$ cat src/rtl/ifetch.sv
// Instruction fetch: 32-bit PC, one registered instruction slot, optional jump-to-self halt (IFETCH_HALT_DETECT_EN).
// Latency: instruction visible one cycle after its address is driven; one instruction per cycle sustained.
// Backpressure: inst_ready low holds pc and the output register; redirect overrides and drops the slot.
module ifetch #(
  parameter logic [31:0] RESET_PC = 32'h0000_0000
) (
  input  logic        clk,
  input  logic        rst,
  output logic [5:0]  imem_addr,
  input  logic [31:0] imem_rdata,
  input  logic        redirect_valid,
  input  logic [31:0] redirect_pc,
  output logic        inst_valid,
  input  logic        inst_ready,
  output logic [31:0] inst,
  output logic [31:0] inst_pc,
  output logic        halted
);

  localparam logic [0:0] ST_RUN  = 1'b0;
  localparam logic [0:0] ST_HALT = 1'b1;

  logic [31:0] pc_q, pc_d;
  logic [31:0] inst_q, inst_d;
  logic [31:0] inst_pc_q, inst_pc_d;
  logic        inst_valid_q, inst_valid_d;
  logic [0:0]  state_q, state_d;

  logic        transfer;
  logic        load_en;
  logic        is_self_jump;
  logic        unused_redirect_lsbs;

  assign transfer = inst_valid_q && inst_ready;
  assign load_en  = (state_q == ST_RUN) && (!inst_valid_q || inst_ready);

  // Target alignment drops the low two bits of the redirect address.
  assign unused_redirect_lsbs = ^redirect_pc[1:0];

`ifdef IFETCH_HALT_DETECT_EN
  // A J-format word whose low target bits equal the word index of its own pc jumps to itself.
  assign is_self_jump = (imem_rdata[31:26] == 6'b000010) && (imem_rdata[3:0] == pc_q[5:2]);
`else
  assign is_self_jump = 1'b0;
`endif

  always_comb begin
    pc_d         = pc_q;
    inst_d       = inst_q;
    inst_pc_d    = inst_pc_q;
    inst_valid_d = inst_valid_q;
    state_d      = state_q;

    if (redirect_valid) begin
      pc_d         = {redirect_pc[31:2], 2'b00};
      inst_valid_d = 1'b0;
      state_d      = ST_RUN;
    end else if (load_en) begin
      inst_d       = imem_rdata;
      inst_pc_d    = pc_q;
      inst_valid_d = 1'b1;
      pc_d         = pc_q + 32'd4;
      if (is_self_jump) begin
        state_d = ST_HALT;
      end
    end else if ((state_q == ST_HALT) && transfer) begin
      inst_valid_d = 1'b0;
    end
  end

  always_ff @(posedge clk or posedge rst) begin
    if (rst) begin
      pc_q         <= RESET_PC;
      inst_q       <= 32'h0000_0000;
      inst_pc_q    <= 32'h0000_0000;
      inst_valid_q <= 1'b0;
      state_q      <= ST_RUN;
    end else begin
      pc_q         <= pc_d;
      inst_q       <= inst_d;
      inst_pc_q    <= inst_pc_d;
      inst_valid_q <= inst_valid_d;
      state_q      <= state_d;
    end
  end

  assign imem_addr  = pc_q[5:0];
  assign inst       = inst_q;
  assign inst_pc    = inst_pc_q;
  assign inst_valid = inst_valid_q;
  assign halted     = (state_q == ST_HALT);

endmodule
$ cat config.mk
export PLATFORM = sky130hd
export DESIGN_NAME = ifetch
export DESIGN_NICKNAME = d
export VERILOG_FILES = /design/src/rtl/ifetch.sv
export SDC_FILE = /design/constraint.sdc
export NUM_CORES = 1
export LEC_CHECK = 0
export ABC_AREA = 1
export CAP_MARGIN = 20
export CORE_ASPECT_RATIO = 0.9
export CORE_MARGIN = 2
export CORE_UTILIZATION = 35
export CTS_CLUSTER_SIZE = 25
export DETAILED_ROUTE_END_ITERATION = 6
export PLACE_DENSITY_LB_ADDON = 0.05
export SYNTH_ARGS = -nofsm -noshare
export SYNTH_HDL_FRONTEND = slang
export SYNTH_SLANG_ARGS = --single-unit
$ cat constraint.sdc
create_clock -name clk -period 8.35 [get_ports clk]
set_input_delay 0.835 -clock clk [delete_from_list [all_inputs] [get_ports clk]]
set_output_delay 0.835 -clock clk [all_outputs]
set_load 0.005 [all_outputs]
==> results.txt <==
* Count of port buffers added during placement: 132
- Max-Slew Margin vs Limit: 29.61%
* Filler Cell Count: 1223
- Total number of H-tree levels: 3
* Number of top-level pins: 140
* Largest vdd supply drop: 0.1325 mV
- 0 antenna diodes ended up in the layout.
* Sequential element share of the synthesized area: 51.50%
- Register bit total from synthesis: 93
- In this run the top signal layer used is met4.
- In this run the horizontal extent of the chip is 123.8 um.
- The worst register-to-register path has a depth of 6.
* Critical path capture point type: flip-flop
- Dividing the detail-routed wire length by the instance count gives 14.40 um.
* Nets@finish: 771
- Of the post-synthesis cell area, the dominant cell type holds 51.50%.
* Area added between synthesis and finish: 38.51%
- Summing every instance area after synthesis gives 4519 um^2.
- Before antenna repair, the detailed router went through 4 iterations.
- Clock sink count: 93
- Biggest fanout along the worst timing path: 98
* Max Clock Skew: 0.007216 ns
* Metal3 WL: 987 um
- The startpoint identified for the worst register-to-register timing path is inst_valid$_DFFE_PP0N_.
- The analysis attributes to cell leakage a power of 2.847 nW.
- Die outline area: 13840 um^2
- Number of buffers added by the clock tree synthesis step: 9
- Number of max-capacitance violations reported: 0
- At the pin with the least slew margin, the transition time is 1.056 ns.
- The final-report max-slew violation count came to 0.
* Total wire length: 12.55 mm
* Count of hold buffers inserted by post-cts repair: 0
* Result of the run: finished, final reports clean
- Worst setup SP type: primary input
* Synth cell types: 25
- During synthesis, Yosys emitted a total of 0 warnings.
* Largest net degree at the start of global routing: 99
* RD Place Congestion: 0.8469
- Root buffer selected by CTS: sky130_fd_sc_hd__clkbuf_16
- Worst skew pair latency: 0.35 ns
* Vias after detailed routing: 4181
- Timing startpoint of the critical path: redirect_valid
- In this run the core area contains 39 standard-cell rows.
- Clock tree from TritonCTS: yes
* Number of buffers between clock root and the deepest sink: 2
- Leaving out fill and tap cells, the most frequent cells in the layout are sky130_fd_sc_hd__nand2_1 (193), sky130_fd_sc_hd__clkdlybuf4s50_1 (132), sky130_fd_sc_hd__nor2_1 (93), sky130_fd_sc_hd__dfrtp_1 (93), sky130_fd_sc_hd__nand3_1 (52).
* PostCTS Resize Cnt: 0
- The worst register-to-register path ends at pc_q[5]$_DFFE_PP0N_.
* Final setup fails: 0
* Crit path required time: 8.58 ns
- In the final layout, the share of cells above drive strength 1 is 5.092%.
* Final Core Density: 49.53%
- Counting every instance in the synthesized netlist gives 583.
* Ranking of synthesized cells by area: sky130_fd_sc_hd__dfrtp_1 (51%), sky130_fd_sc_hd__nand2_1 (16%), sky130_fd_sc_hd__nor2_1 (7.8%)
- Initial antenna violation count: 0
- Final critical delay including setup and external delays: 3.570 ns
- Worst hold slack: 0.4805 ns
* Total length of routed met2 wires: 5.624 mm
* GRT overflow: 0
- Power comes to 1.253 mW.
* Tcrit/Tclk final: 42.75%
- Summing all placed instances gives a cell area of 5933 um^2.
* Via/cell ratio: 4.800
- DRT met1 WL: 5.835 mm
* 1st-iter DRT viols: 307
* Power per cell area: 200.2 nW/um^2
- The detail route stage leaves a number of antenna-violating nets equal to 0.
- The first global-routing pass estimated 20.48 mm of wire.
- Standard cell core area: 12640 um^2
- Final hold violation count: 0
* Worst-path clk slew: 0.07 ns
- Arrival time at the worst endpoint: 3.80 ns
* Final HPWL DP: 8.386 mm
- Post-CTS setup buffer count: 0
* Highest clock frequency the design can meet: 280.1 MHz
* Starting Density: 35.76%
- Average footprint of a synthesized cell: 7.752 um^2
- Following the worst setup path forward leads to its endpoint at pc_q[20]$_DFFE_PP0N_.
* Internal reg-to-reg setup slack: 5.73 ns
* RSZ-0062 raised after global routing: false
* Worst hold path class: flip-flop to flip-flop
* All-layer global routing usage: 19.18%
- The finished cells cover 6260 um^2.
- Final routed DRC violation total: 0
- The biggest area contributor in the post-synthesis netlist is sky130_fd_sc_hd__dfrtp_1.
- Number of global-route vias before repair: 4069
* Commonest non-fill, non-tap cell in the layout: sky130_fd_sc_hd__nand2_1
- After routing, the total negative slack on setup checks comes to 0 ns.
- Vertical extent of the die: 111.8 um
* Type of the worst setup path: primary input to flip-flop
layout make-up:
cell class | count | area (um^2) | area share (%)
Sequential cell | 93 | 2327 | 37.18
Tap cell | 164 | 205.2 | 3.278
Clock inverter | 4 | 70.07 | 1.119
Inverter | 43 | 163.9 | 2.618
Multi-Input combinational cell | 419 | 1873 | 29.92
Clock buffer | 12 | 256.5 | 4.098
Timing Repair Buffer | 136 | 1364 | 21.79
per-layer routing:
layer	up-vias	global-route usage, %
met4	0	5.606
met3	7	6.404
met1	1984	25.87
met5	-	0
met2	117	29.30
li1	2073	-
metrics by stage:
stage | std cells | setup slack, ns
2_1_floorplan | 587 | 5.095
3_3_place_gp | 854 | 4.406
3_5_place_dp | 855 | 4.425
4_1_cts | 871 | 4.804
5_1_grt | 871 | 4.604
6_report | 871 | 4.780
cell families (layout without fill, tap and decap cells):
logic type	Yosys count	in the layout	synth area share, %
compound gates	52	52	7.198
other cells	1	5	0.08298
simple gates	359	359	33.00
buf+inv	75	195	7.558
flops	93	93	51.49
fa+ha+maj	1	1	0.2768
xor+xnor	2	2	0.3877
worst min path at each step:
| stage | endpoint | cells past startpoint | startpoint | slack [ns] |
|---|---|---|---|---|
| 2_1_floorplan | inst[0]$_DFFE_PP0P_ | 2 | inst[0]$_DFFE_PP0P_ | 0.47 |
| 3_3_place_gp | inst[16]$_DFFE_PP0P_ | 2 | inst[16]$_DFFE_PP0P_ | 0.46 |
| 3_5_place_dp | inst[7]$_DFFE_PP0P_ | 2 | inst[7]$_DFFE_PP0P_ | 0.47 |
| 4_1_cts | inst[30]$_DFFE_PP0P_ | 2 | inst[30]$_DFFE_PP0P_ | 0.48 |
| 5_1_grt | inst[23]$_DFFE_PP0P_ | 2 | inst[23]$_DFFE_PP0P_ | 0.49 |
| 6_report | inst[25]$_DFFE_PP0P_ | 2 | inst[25]$_DFFE_PP0P_ | 0.48 |
power by group:
| group | internal (mW) | switching, mW | total (mW) |
|---|---|---|---|
| clock network | 0.278 | 0.178 | 0.456 |
| logic | 0.138 | 0.109 | 0.247 |
| registers | 0.507 | 0.0438 | 0.550 |
| total | 0.922 | 0.331 | 1.25 |
cells in the mapped netlist:
cell                       instances
sky130_fd_sc_hd__nand3_1          52
sky130_fd_sc_hd__buf_4            11
sky130_fd_sc_hd__nor2_2            3
sky130_fd_sc_hd__buf_2            15
sky130_fd_sc_hd__xor2_1            1
sky130_fd_sc_hd__nor2_1           94
sky130_fd_sc_hd__nor3_1            1
sky130_fd_sc_hd__ha_1              1
sky130_fd_sc_hd__dfrtp_1          93
sky130_fd_sc_hd__nand2_4           1
sky130_fd_sc_hd__nand2_1         193
sky130_fd_sc_hd__conb_1            1
sky130_fd_sc_hd__o31ai_1           1
sky130_fd_sc_hd__clkbuf_1          6
sky130_fd_sc_hd__nor2_4            5
sky130_fd_sc_hd__o21bai_1          1
sky130_fd_sc_hd__a21oi_1           1
sky130_fd_sc_hd__xnor2_1           1
sky130_fd_sc_hd__inv_1            41
sky130_fd_sc_hd__inv_2             2
sky130_fd_sc_hd__nand2_2           4
sky130_fd_sc_hd__a22oi_1          24
sky130_fd_sc_hd__nand4_1           5
sky130_fd_sc_hd__and2_1            1
sky130_fd_sc_hd__o21ai_0          25
critical path, cell delays in order:
cell and delay (ns):
sky130_fd_sc_hd__clkdlybuf4s50_1 0.47, sky130_fd_sc_hd__buf_4 0.38, sky130_fd_sc_hd__inv_2 0.14, sky130_fd_sc_hd__nand2_4 0.70, sky130_fd_sc_hd__inv_2 0.56, sky130_fd_sc_hd__buf_12 0.33, sky130_fd_sc_hd__nand2_1 0.06, sky130_fd_sc_hd__o21bai_1 0.10
sky130_fd_sc_hd__nand3_1 0.08
registers in the layout (all words and copies together) (netlist names):
signal,flops
inst,32
inst_pc,30
pc_q,30
inst_valid,1
No activity file was read; power rests on OpenSTA's default activity.
